$ cat src/rtl/rf_block_mover_pkg.sv
// Shared types and constants for the register-file block mover.
package rf_mover_pkg;

  // Controller states: idle, streaming in, streaming out, one-cycle completion.
  typedef enum logic [1:0] {
    IDLE = 2'd0,
    LOAD = 2'd1,
    DUMP = 2'd2,
    DONE = 2'd3
  } rf_mover_state_e;

  // Command direction encoding on cmd_dir_i.
  localparam logic DIR_LOAD = 1'b0;
  localparam logic DIR_DUMP = 1'b1;

endpackage

$ cat src/rtl/rf_block_mover_out_reg.sv
// One-entry valid/ready holding register for the DUMP output stream.
// The owner only asserts fill when the entry is empty or draining, so the
// held word never changes while valid is high and the sink is stalled.
module rf_out_reg #(
  parameter int data_width_p = 32
) (
  input  logic                    clk,
  input  logic                    reset,
  input  logic                    fill,
  input  logic [data_width_p-1:0] fill_data,
  input  logic                    ready,
  output logic                    valid,
  output logic [data_width_p-1:0] data
);

  // Load a new word on fill, otherwise empty the entry once the sink takes it.
  always_ff @(posedge clk) begin
    if (reset) begin
      valid <= 1'b0;
      data  <= '0;
    end else if (fill) begin
      valid <= 1'b1;
      data  <= fill_data;
    end else if (ready) begin
      valid <= 1'b0;
    end
  end

endmodule

$ cat src/rtl/rf_block_mover.sv
// Block mover between valid/ready streams and the core register file.
// LOAD writes a stream of words to consecutive registers; DUMP reads
// consecutive registers out through a one-entry output register.
module rf_block_mover
  import rf_mover_pkg::*;
#(
  parameter int addr_width_p = 6,
  parameter int data_width_p = 32
) (
  input  logic                    clk,
  input  logic                    reset,
  input  logic                    cmd_valid_i,
  output logic                    cmd_ready_o,
  input  logic                    cmd_dir_i,
  input  logic [addr_width_p-1:0] cmd_base_i,
  input  logic [addr_width_p:0]   cmd_count_i,
  input  logic                    in_valid_i,
  input  logic [data_width_p-1:0] in_data_i,
  output logic                    in_ready_o,
  output logic                    out_valid_o,
  output logic [data_width_p-1:0] out_data_o,
  input  logic                    out_ready_i,
  output logic [addr_width_p-1:0] rf_w_addr_o,
  output logic                    rf_wen_o,
  output logic [data_width_p-1:0] rf_w_data_o,
  output logic [addr_width_p-1:0] rf_r_addr_o,
  input  logic [data_width_p-1:0] rf_r_val_i,
  output logic                    busy_o,
  output logic                    done_o
);

  localparam logic [addr_width_p-1:0] ptr_one  = 1;
  localparam logic [addr_width_p:0]   left_one = 1;

  rf_mover_state_e state, state_next;

  // ptr addresses the next register to touch; left counts words still to move
  // (for DUMP: reads still to issue into the output register).
  logic [addr_width_p-1:0] ptr;
  logic [addr_width_p:0]   left;

  logic accept;
  logic beat;
  logic space;
  logic fill;
  logic advance;

  assign accept = cmd_valid_i & cmd_ready_o;
  assign beat   = in_valid_i & in_ready_o;
  assign space  = ~out_valid_o | out_ready_i;

  // Write port follows the pointer; the enable is the input handshake itself.
  assign rf_w_addr_o = ptr;
  assign rf_w_data_o = in_data_i;
  assign rf_wen_o    = beat;

  // The pointer moves on every write beat and on every read that fills the
  // output register after the first (the first read happens at accept).
  assign advance = beat | (fill & (state == DUMP));

  // State register.
  always_ff @(posedge clk) begin
    if (reset) begin
      state <= IDLE;
    end else begin
      state <= state_next;
    end
  end

  // Next-state and per-state handshake outputs.
  always_comb begin
    state_next  = state;
    cmd_ready_o = 1'b0;
    busy_o      = 1'b1;
    done_o      = 1'b0;
    in_ready_o  = 1'b0;
    fill        = 1'b0;
    rf_r_addr_o = ptr;
    case (state)
      IDLE: begin
        cmd_ready_o = 1'b1;
        busy_o      = 1'b0;
        // Reading the base address directly lets the first DUMP word land in
        // the output register on the accept edge, giving one-cycle latency.
        rf_r_addr_o = cmd_base_i;
        if (cmd_valid_i) begin
          if (cmd_count_i == '0) begin
            state_next = DONE;
          end else if (cmd_dir_i == DIR_DUMP) begin
            state_next = DUMP;
            fill       = 1'b1;
          end else begin
            state_next = LOAD;
          end
        end
      end
      LOAD: begin
        in_ready_o = 1'b1;
        if (in_valid_i && (left == left_one)) begin
          state_next = DONE;
        end
      end
      DUMP: begin
        if ((left != '0) && space) begin
          fill = 1'b1;
        end
        if ((left == '0) && space) begin
          state_next = DONE;
        end
      end
      DONE: begin
        done_o     = 1'b1;
        state_next = IDLE;
      end
      default: begin
        state_next = IDLE;
      end
    endcase
    // A reset cycle must not let a beat through to the register file.
    if (reset) begin
      in_ready_o = 1'b0;
    end
  end

  // Pointer and word counter.
  always_ff @(posedge clk) begin
    if (reset) begin
      ptr  <= '0;
      left <= '0;
    end else if (accept) begin
      if (fill) begin
        ptr  <= cmd_base_i + ptr_one;
        left <= cmd_count_i - left_one;
      end else begin
        ptr  <= cmd_base_i;
        left <= cmd_count_i;
      end
    end else if (advance) begin
      ptr  <= ptr + ptr_one;
      left <= left - left_one;
    end
  end

  rf_out_reg #(
    .data_width_p(data_width_p)
  ) u_out_reg (
    .clk      (clk),
    .reset    (reset),
    .fill     (fill),
    .fill_data(rf_r_val_i),
    .ready    (out_ready_i),
    .valid    (out_valid_o),
    .data     (out_data_o)
  );

endmodule
$ cat config.mk
export PLATFORM = sky130hd
export DESIGN_NAME = rf_block_mover
export DESIGN_NICKNAME = d
export VERILOG_FILES = /design/src/rtl/rf_block_mover_pkg.sv /design/src/rtl/rf_block_mover_out_reg.sv /design/src/rtl/rf_block_mover.sv
export SDC_FILE = /design/constraint.sdc
export NUM_CORES = 1
export LEC_CHECK = 0
export CORE_MARGIN = 2
export CORE_UTILIZATION = 35
export DETAILED_ROUTE_END_ITERATION = 8
export HOLD_SLACK_MARGIN = 0.1
export PLACE_DENSITY = 0.79
export SYNTH_ARGS = -nofsm -noshare
export SYNTH_HDL_FRONTEND = slang
export SYNTH_SLANG_ARGS = --single-unit
$ cat constraint.sdc
create_clock -name clk -period 4.8 [get_ports clk]
set_clock_uncertainty 0.1 [all_clocks]
set_input_delay 0.96 -clock clk [delete_from_list [all_inputs] [get_ports clk]]
set_output_delay 0.96 -clock clk [all_outputs]
set_load 0.01 [all_outputs]
# After elaboration in Yosys (flattened, before gate mapping)
# Index checks and enable logic that the tools add are counted.
# word_totals
register_bits	48
in_bits	83
output_inout_bits	82
word_cells	57
# op_classes
addsub	4
eq_ne	7
muxes	25
bitwise_logic	6
reduce_logical	10
# op_table
cell	count
two-way mux 6 bit	4
two-way mux 7 bit	3
logical NOT 7 bit	2
subtractor 7 x 1 -> 7 bit, second input constant	2
adder 6 x 1 -> 6 bit, second input constant	2
two-way mux 1 bit	11
two-way mux 2 bit	5
case mux 2 bit (4 select lines)	1
== test 7 x 1 -> 1 bit, second input constant	1
nonzero test 7 bit	1
== test 2 bit, second input constant	2
!= test 2 bit, second input constant	2
nonzero test 2 bit	2
bitwise AND 1 bit	3
logical AND 1 bit	3
AND reduction 3 bit	1
== test 2 x 1 -> 1 bit, second input constant	1
logical NOT 2 bit	1
!= test 2 x 1 -> 1 bit, second input constant	1
bitwise OR 1 bit	2
case mux 1 bit (2 select lines)	1
inverter 1 bit	1

# Depth between registers and ports, before layout
# Gate-level depths: netlist of the first run.
# depth
word_depth	9
depth_mapped	9

# Modules after synthesis
# From an unflattened synthesis of the first run, not the netlist that was laid out.
# unflattened
cells_unflattened	282
area_unflattened_um2	2701.3
# by_module_without_submodules
mod	n_inst	cells_each	area_per_inst_um2
rf_block_mover	1	174	1496.4
rf_out_reg	1	108	1204.9

# Least setup slack after synthesis of the first run
# OpenSTA, ideal clock, no wires.
# synth_path
path_kind	in2reg
from	input cmd_count_i[0]
to	register ptr[3] (netlist: rf_w_addr_o[3])
setup_time_ns	0.126
arrival_time_ns	2.617
path_slack_ns	1.957
cell_stages	7
path_buffers	0
path_cell_list	inv_1 ha_1 or4b_4 o311a_1 o2111ai_1 mux2i_1 o21ai_1
# synth_via
elab_chain_cells	7
elab_cells_between_ends	9
classes_between	mux (5); bitwise (2); reduce/logical (2)
# synth_rtl
element	line_no	text
start, declared	rf_block_mover.sv:16	input logic [addr_width_p:0] cmd_count_i,
logical NOT 7 bit (*)	rf_block_mover.sv:87	if (cmd_count_i == '0) begin
two-way mux 1 bit (*)	rf_block_mover.sv:87	
two-way mux 1 bit (*)	rf_block_mover.sv:86	if (cmd_valid_i) begin
case mux 1 bit (2 select lines) (*)	rf_block_mover.sv:79	case (state)
bitwise AND 1 bit	rf_block_mover.sv:59	assign advance = beat | (fill & (state == DUMP));
bitwise OR 1 bit	rf_block_mover.sv:59	
nonzero test 2 bit (no line)	--	
end signal, assigned	rf_block_mover.sv:132	ptr <= cmd_base_i + ptr_one;
end signal, assigned	rf_block_mover.sv:135	ptr <= cmd_base_i;
end signal, assigned	rf_block_mover.sv:139	ptr <= ptr + ptr_one;
end, declared	rf_block_mover.sv:39	logic [addr_width_p-1:0] ptr;
# Mark *: on every way between the ends. The rest lies on a longest branch, timed or not.
# A chain may end at the register's enable or synchronous reset.

# Worst setup path after layout of the first run
# layout_path
from	input in_valid_i
to	output rf_wen_o
# layout_via
elab_chain_cells	1
# layout_rtl
element	line_no	text
start, declared	rf_block_mover.sv:17	input logic in_valid_i,
bitwise AND 1 bit	rf_block_mover.sv:49	assign beat = in_valid_i & in_ready_o;
end, declared	rf_block_mover.sv:24	output logic rf_wen_o,
# Every way passes these cells.

==> flow_metrics.py, run 1 <==
metrics = {
    "routing": {
        "vias": 2533,
        "drt_iter0_markers": 106,
        "viasPerCell": 5.04,
        "wl_per_cell_microns": 14.3,
        "drcViolationCount": 0,
        "antenna_left": 0,
        "firstDrtPassIters": 4,
        "wl_microns": 7200,
    },
    "logic_synthesis": {
        "yosysWarnings": 0,
        "syn-mean-instance-area_sq_um": 8.13,
        "syn_area_sq_um": 2790,
        "ys.flop_type": "dfxtp_1",
        "synth_nets": 435,
        "synth_seq_cells": 48,
        "synth_seq_area_share_pct": 34.4,
        "netlist_instances": 343,
        "ys_types": 49,
        "synth_edf_count": 0,
        "async_reset_ff_share_pct": 0,
    },
    "timing": {
        "period_share_pct": 72.9,
        "fmax_ghz": 0.286,
        "setup_tns_ps": 0,
        "rsz0062_at_grt": "false",
        "slew_headroom_pct": 61.0,
        "fin_crit_ps": 3500,
        "drv_slew": 0,
        "finalHoldViolCount": 0,
        "tightest_slew_ps": 583,
        "finalSetupViolations": 0,
    },
    "worst_setup_path": {
        "endpoint_kind": "primary output",
        "worstPathRequired_ps": 3740,
        "crit_path_max_incr_delay_ps": 570,
        "cp-start-kind": "input pin",
        "path_class": "in2out",
        "crit_fanout": 8,
        "arrival_ps": 2440,
        "path_cells": "clkdlybuf4s50_1, nand2_1, inv_1, clkdlybuf4s50_1",
        "rr_worst_depth": 7,
        "cp_slowest_cell": "clkdlybuf4s50_1",
        "critPathMostFrequentCell": "clkdlybuf4s50_1",
    },
    "finish": {
        "post-route-util_pct": 47.8,
        "diodes": 0,
        "area_growth_syn_to_layout_pct": 32.3,
        "fin_nets": 492,
        "layout-drive-gt1-share_pct": 6.48,
    },
    "global_routing": {
        "grt_use_met2_pct": 25.2,
        "grt_usage_pct": 16.4,
        "grt.busiest_layer": "met2",
        "antenna_found_initial": 0,
        "use_met1_pct": 22.4,
        "grt_max_degree": 48,
        "first_global_vias": 2414,
        "grt_overflow": 0,
        "met3_usage_pct": 3.87,
        "grt_pass1_wl_microns": 11500,
    },
    "placement": {
        "place_congestion": 0.852,
        "hpwlAfterDp_microns": 5320,
        "port_buffers": 100,
    },
    "power": {
        "powerDensity_nw_per_um2": 506,
        "p_switching_mw": 0.748,
        "leakagePower_nw": 1.35,
        "clock_power_share_pct": 16.1,
        "ir_drop_v": 0.000218,
        "p_int_mw": 1.12,
        "pwr-share-seq_pct": 31.3,
        "combPwrFrac_pct": 52.6,
        "p_sw_share_pct": 40.1,
    },
    "cts": {
        "htree_levels": 2,
        "numCtsBuffers": 5,
        "clock_sink_count": 48,
        "clkTransAtPathRegs_ps": 90,
        "cts_resized": 0,
        "hold_buffers": 0,
        "cts_tree": "done",
        "clockBufferDepth": 2,
        "clockRootBuffer": "clkbuf_8",
        "cts_setup_buffers": 0,
        "insertion_delay_ps": 300,
    },
    "floorplanning": {
        "core_sq_um": 7730,
        "io_pins": 165,
        "row_count": 32,
        "dieArea_sq_um": 8700,
        "start_util_pct": 36.1,
        "fp.dieH_microns": 93.3,
        "die_w_microns": 93.3,
    },
    "outcome": {
        "status": "finished, final reports clean",
    },
    "hold_path": {
        "hold-path-cell-count": 2,
        "worstHoldPathType": "reg2reg",
    },
    "job": {
        "cap_violations": 0,
    },
}
## flip-flops by register name (all words and copies together), names as in the netlist
signal and cells:
u_out_reg.valid 1, rf_w_addr_o 6, u_out_reg.data 32, left 7
state 2
## worst paths after layout
kind                                          from                 end  slack [ps]
worst max register to register            state[0]             left[3]        1830
worst min-delay path            u_out_reg.data[16]  u_out_reg.data[16]         360
worst max-delay path                    in_valid_i            rf_wen_o        1300
worst min register to register  u_out_reg.data[16]  u_out_reg.data[16]         360
## through the flow
step | power [mW] | instance area (sq um) | setup WS [ps] | std cells | hold WS [ps]
floorplan | 1.25 | 2790 | 1960 | 343 | 374
global placement | 1.55 | 3570 | 1220 | 495 | 338
detailed placement | 1.57 | 3570 | 1130 | 495 | 348
CTS | 1.88 | 3690 | 1320 | 503 | 361
global route | 2.01 | 3690 | 1230 | 503 | 377
finish | 1.87 | 3690 | 1300 | 503 | 359
## cells in the final DEF, fill, tap and decap left out, types with 4 or more instances in the layout
cell,count
nor2_1,9
clkbuf_8,5
xor2_1,4
mux2i_1,9
o22ai_1,5
o21ai_0,4
nand2b_1,7
clkdlybuf4s50_1,99
a211oi_1,6
nor3_1,4
dfxtp_1,48
inv_1,12
xnor2_1,9
ha_1,9
mux2_2,5
a21oi_1,37
nand2_1,77
## cells by family (layout without fill, tap and decap cells)
family	Yosys count	count (layout)	share of synthesized area, %
AND/OR/NAND/NOR	118	118	19.6
flip-flops	48	48	34.4
AO/OA/AOI/OAI	78	78	18.5
multiplexers	14	14	5.25
XOR/XNOR	13	13	4.08
buffers and inverters	63	121	14.0
adder cells (fa/ha/maj)	9	9	4.04
## critical path, delay by kind of cell
kind	cells	cell delay (ps)
buffers and inverters	3	1290
AND/OR/NAND/NOR	1	200
## layer usage
metal	vias up	part of all wire (%)	wire, microns
met3	8	7.3	525
met2	109	46	3320
met4	0	1.5	105
met5	-	0	0
met1	1167	45	3240
li1	1249	-	-
## power groups by stage
| stage | Combinational (mW) | Sequential, mW | Clock, mW |
|---|---|---|---|
| 2_1_floorplan | 0.638 | 0.610 | 0 |
| 3_3_place_gp | 0.960 | 0.589 | 0 |
| 3_5_place_dp | 0.979 | 0.592 | 0 |
| 4_1_cts | 0.986 | 0.585 | 0.308 |
| 5_1_grt | 1.08 | 0.600 | 0.325 |
| 6_report | 0.982 | 0.585 | 0.300 |
## synth_stat cells (all sizes together), types with 2 or more instances
master	instances	area [sq um]
a2111oi	2	17.5
a211oi	7	57.6
a21oi	39	203
a311o	2	20.0
and2	4	25.0
buf	42	313
clkbuf	9	33.8
dfxtp	48	961
ha	9	113
inv	12	45.0
mux2	5	56.3
mux2i	9	90.1
nand2	78	300
nand2b	7	43.8
nand3	2	10.0
nand4	3	18.8
nor2	10	53.8
nor2b	2	12.5
nor3	4	20.0
nor3b	3	22.5
o211ai	5	47.5
o21ai	8	43.8
o22ai	5	31.3
o31ai	3	22.5
xnor2	9	78.8
xor2	4	35.0
## layout make-up
type	instances	area, sq um
clock inverters	3	47.5
multi-input cells	232	1440
repair buffers	101	1000
inverters	12	45.0
clock buffers	5	68.8
well taps	102	128
fillers	732	4040
flip-flops and latches	48	961
No activity file was read; power rests on OpenSTA's default activity.
==> inputs of run 2 (changes only) <==
- clock period: 4.8 -> 3.4 ns (I/O delays scaled with it)
==> run 2 against run 1 <==
Via count is 0.51% lower. Die area stayed put. Sequential power is 40% higher. Combinational power is 46% higher. Register-to-register slack worse by 980 ps. First-iteration DRC count is 90% higher. Critical endpoint is now u_out_reg.data[25]. Largest cell class unchanged. Largest power group unchanged.
==> flow_metrics.py, run 2 (synthesized netlist as in run 1, its figures left out) <==
metrics = {
    "worst_setup_path": {
        "path_class": "in2reg",
        "reg2reg_from": "state[0]",
        "arrival_ps": 3030,
        "crit_path_max_incr_delay_ps": 510,
        "critPathLaunch": "cmd_count_i[0]",
        "worstPathRequired_ps": 3460,
        "cp-start-kind": "input pin",
        "crit_fanout": 26,
        "cp_slowest_cell": "or4b_4",
        "path_cells": "clkdlybuf4s50_1, inv_1, ha_1, or4b_4, o311ai_2, nand2_4, buf_4, nand2_1, a21oi_1",
        "endpoint_kind": "flip-flop",
    },
    "placement": {
        "dpl-instance-area_sq_um": 3620,
        "hpwlAfterDp_microns": 5470,
        "port_buffers": 100,
        "place_congestion": 0.872,
    },
    "routing": {
        "wl_per_cell_microns": 14.0,
        "vias": 2520,
        "firstDrtPassIters": 4,
        "drt_iter0_markers": 201,
        "viasPerCell": 4.97,
        "drcViolationCount": 0,
        "wl_microns": 7080,
        "antenna_left": 0,
    },
    "hold_path": {
        "min_from": "u_out_reg.data[1]",
        "worstHoldPathType": "reg2reg",
    },
    "power": {
        "p_switching_mw": 1.04,
        "p_sw_share_pct": 40.0,
        "ir_drop_v": 0.000264,
        "p_int_mw": 1.56,
        "pwr-share-seq_pct": 31.5,
        "powerDensity_nw_per_um2": 700,
        "clock_power_share_pct": 13.7,
        "combPwrFrac_pct": 54.8,
        "leakagePower_nw": 1.36,
    },
    "global_routing": {
        "grt_usage_pct": 16.6,
        "antenna_found_initial": 0,
        "first_global_vias": 2477,
        "grt_max_degree": 48,
        "grt_overflow": 0,
        "grt_pass1_wl_microns": 11700,
    },
    "timing": {
        "fmax_ghz": 0.337,
        "period_share_pct": 87.3,
        "setup_tns_ps": 0,
        "hold-worst-slack_ps": 353,
        "fin_crit_ps": 2970,
        "drv_slew": 0,
        "finalSetupViolations": 0,
        "tightest_slew_ps": 594,
        "finalHoldViolCount": 0,
        "slew_headroom_pct": 59.4,
        "rsz0062_at_grt": "false",
    },
    "outcome": {
        "status": "finished, final reports clean",
    },
    "finish": {
        "fillers": 717,
        "fin_nets": 496,
        "diodes": 0,
        "layout-drive-gt1-share_pct": 7.41,
        "layout_commonest_cell": "clkdlybuf4s50_1",
        "largest_register": "u_out_reg.data",
        "largest_reg_flops": 32,
        "stdcell_area_sq_um": 3710,
        "area_growth_syn_to_layout_pct": 33.1,
        "multi_input_area_sq_um": 1440,
        "regArea_sq_um": 961,
        "final_cell_mix": "99 x clkdlybuf4s50_1, 77 x nand2_1, 48 x dfxtp_1",
    },
    "cts": {
        "cts_tree": "done",
        "clkTransAtPathRegs_ps": 90,
        "cts_setup_buffers": 0,
        "clock_sink_count": 48,
        "clockBufferDepth": 2,
        "clockRootBuffer": "clkbuf_8",
        "hold_buffers": 0,
        "insertion_delay_ps": 300,
        "htree_levels": 2,
        "cts_resized": 0,
        "numCtsBuffers": 5,
    },
    "floorplanning": {
        "die_w_microns": 93.3,
        "core_sq_um": 7730,
        "fp.dieH_microns": 93.3,
        "start_util_pct": 36.1,
        "io_pins": 165,
        "row_count": 32,
        "dieArea_sq_um": 8700,
    },
    "job": {
        "cap_violations": 0,
    },
}
-- run 2: final timing paths --
kind | cells past startpoint | endpoint | slack (ps)
setup reg to reg | 7 | left[3] | 850
setup / recovery | 9 | u_out_reg.data[25] | 430
hold / removal | 2 | u_out_reg.data[1] | 350
hold reg to reg | 2 | u_out_reg.data[1] | 350
-- run 2: metal layers --
layer  up-vias  track usage (%)  routed length [microns]
li1       1258                -                        -
met3         9             3.63                      544
met2        96             26.4                     3300
met1      1157             22.2                     3140
met5         -                0                        0
met4         0             5.76                       97
-- run 2: critical path: cells and delay by family --
family	cells	cell delay, ps
AO/OA/AOI/OAI	2	480
adder cells (fa/ha/maj)	1	200
AND/OR/NAND/NOR	3	810
buffers and inverters	3	850
-- run 2: cell type report --
cell class	instances	area share [%]
Clock buffer	6	2.22
Clock inverter	2	0.404
Inverter	12	1.21
Multi-Input combinational cell	232	38.7
Sequential cell	48	25.9
Tap cell	102	3.44
Timing Repair Buffer	105	28.2
-- run 2: power groups by stage --
stage / Clock, mW / Combinational [mW] / Sequential, mW
finish: 0.357 / 1.43 / 0.819
detailed placement: 0 / 1.43 / 0.831
floorplan: 0 / 0.900 / 0.861
global route: 0.395 / 1.57 / 0.841
global placement: 0 / 1.41 / 0.824
CTS: 0.370 / 1.44 / 0.819
-- run 2: metrics by stage --
stage	setup slack [ps]	power [mW]	instances	utilization, %
after detailed placement	135	2.26	499	46.8
after CTS	455	2.63	507	48.1
after global routing	314	2.81	507	48.1
after global placement	215	2.23	499	46.8
after floorplan	837	1.76	343	-
final	431	2.60	507	48.1
==> inputs of run 3 (changes only) <==
- CORE_UTILIZATION: 35 -> 34
- GPL_TIMING_DRIVEN: not set -> 0
- PLACE_DENSITY: 0.79 -> 0.8
- clock period: 3.4 -> 2.4 ns (I/O delays scaled with it)
==> run 3 against run 2 <==
Routed wire length up 24%. Hold slack improved by 0.57 ps. Sequential cell count stayed put. First-iteration DRC count down 21%. Combinational power is 74% higher. Clock power grew 71%. Final area is 22% higher. Critical path depth down 4. Critical path type is now reg2out. Non-clock buffer count grew 87.
==> flow_metrics.py, run 3 (synthesized netlist as in run 1, its figures left out) <==
metrics = {
    "worst_setup_path": {
        "endpoint_kind": "primary output",
        "cp-start-kind": "flip-flop",
        "arrival_ps": 1770,
        "crit_fanout": 4,
        "worstPathRequired_ps": 1820,
        "path_class": "reg2out",
    },
    "global_routing": {
        "antenna_found_initial": 0,
        "grt_overflow": 0,
        "grt_pass1_wl_microns": 13400,
        "grt_usage_pct": 18.9,
        "first_global_vias": 2749,
        "grt_max_degree": 17,
    },
    "routing": {
        "drt_iter0_markers": 158,
        "firstDrtPassIters": 5,
        "wl_microns": 8780,
        "viasPerCell": 4.89,
        "wl_per_cell_microns": 14.7,
        "vias": 2925,
        "drcViolationCount": 0,
        "antenna_left": 0,
    },
    "finish": {
        "final_cell_mix": "119 x clkdlybuf4s50_1, 76 x nand2_1, 47 x dfxtp_1",
        "largest_register": "u_out_reg.data",
        "area_growth_syn_to_layout_pct": 63.0,
        "layout-drive-gt1-share_pct": 19.1,
        "layout_commonest_cell": "clkdlybuf4s50_1",
        "largest_reg_flops": 32,
        "fin_nets": 584,
        "stdcell_area_sq_um": 4550,
        "diodes": 0,
        "fillers": 734,
    },
    "hold_path": {
        "worstHoldPathType": "reg2reg",
    },
    "placement": {
        "port_buffers": 131,
        "hpwlAfterDp_microns": 6370,
        "place_congestion": 0.919,
        "dpl-instance-area_sq_um": 4230,
        "pre_cts_slack_ps": -838,
    },
    "cts": {
        "clkTransAtPathRegs_ps": 100,
        "cts_tree": "done",
        "clockBufferDepth": 2,
        "clock_sink_count": 48,
        "insertion_delay_ps": 310,
        "numCtsBuffers": 5,
        "clockRootBuffer": "clkbuf_8",
        "htree_levels": 2,
        "hold_buffers": 0,
    },
    "floorplanning": {
        "die_w_microns": 94.6,
        "start_util_pct": 34.5,
        "dieArea_sq_um": 8950,
        "fp.dieH_microns": 94.6,
        "io_pins": 165,
        "row_count": 33,
        "core_sq_um": 8090,
    },
    "power": {
        "leakagePower_nw": 1.79,
        "ir_drop_v": 0.000542,
        "powerDensity_nw_per_um2": 937,
    },
    "timing": {
        "finalSetupViolations": 0,
        "finalHoldViolCount": 0,
        "slew_headroom_pct": 63.3,
        "tightest_slew_ps": 551,
        "hold-worst-slack_ps": 354,
        "fmax_ghz": 0.425,
        "period_share_pct": 98.1,
        "fin_crit_ps": 2350,
        "rsz0062_at_grt": "false",
        "fin_ws_ps": 46.4,
        "drv_slew": 0,
        "setup_tns_ps": 0,
    },
    "job": {
        "cap_violations": 0,
    },
    "outcome": {
        "status": "finished, final reports clean",
    },
}
run 3: cell count changes in the layout (fill, tap and decap cells not counted), moves of 4 or more:
| cell | delta |
|---|---|
| inv_1 | -4 |
| dlygate4sd2_1 | +11 |
| inv_2 | +4 |
| clkdlybuf4s50_1 | +20 |
| buf_4 | +36 |
| buf_6 | +7 |
run 3: critical path: stages (launching register included):
cell and delay, ps:
dfxtp_2 350, inv_1 120, ha_1 200, nor2b_4 160, buf_4 110, clkdlybuf4s50_1 530
run 3: layer usage:
metal	GRT usage, %	vias up	wire length [microns]
met3	3.51	12	695
met1	23.2	1358	3520
li1	-	1434	-
met2	33.5	121	4430
met5	0	-	0
met4	5.92	0	141
run 3: area by class of cell:
type                            instances  area, sq um  area share, %
Multi-Input combinational cell        233         1520           33.5
Inverter                               12         45.0          0.990
Buffer                                 51          373           8.20
Clock inverter                          3         47.5           1.05
Timing Repair Buffer                  141         1400           30.7
Tap cell                              105          131           2.89
Sequential cell                        48          962           21.2
Clock buffer                            5         68.8           1.51
run 3: worst paths after layout:
check / startpoint / endpoint / slack, ps / cells past startpoint
min reg2reg: u_out_reg.data[11] / u_out_reg.data[11] / 350 / 2
max: state[1] / in_ready_o / 50 / 5
min: u_out_reg.data[11] / u_out_reg.data[11] / 350 / 2
max reg2reg: left[2] / left[4] / 200 / 7
run 3: metrics by stage:
step           total power, mW  std cells  util [%]
2_1_floorplan             2.49        343         -
3_3_place_gp              3.33        579      52.3
3_5_place_dp              3.40        579      52.3
4_1_cts                   4.21        597      55.7
5_1_grt                   4.54        598      56.2
6_report                  4.26        598      56.2
run 3: what timing repair did:
action                                  4_1_cts  5_1_grt
endpoints found under the setup margin       55       42
setup buffers                                 7        1
resized for setup                            42       13
cloned                                        3        0
hold endpoints to repair                      0        0
pin swaps                                     6        4
run 3: report_power, final:
| part | internal (mW) | total [mW] | switching (mW) |
|---|---|---|---|
| Combinational | 1.26 | 2.49 | 1.23 |
| Clock | 0.314 | 0.610 | 0.296 |
| Sequential | 1.01 | 1.17 | 0.158 |
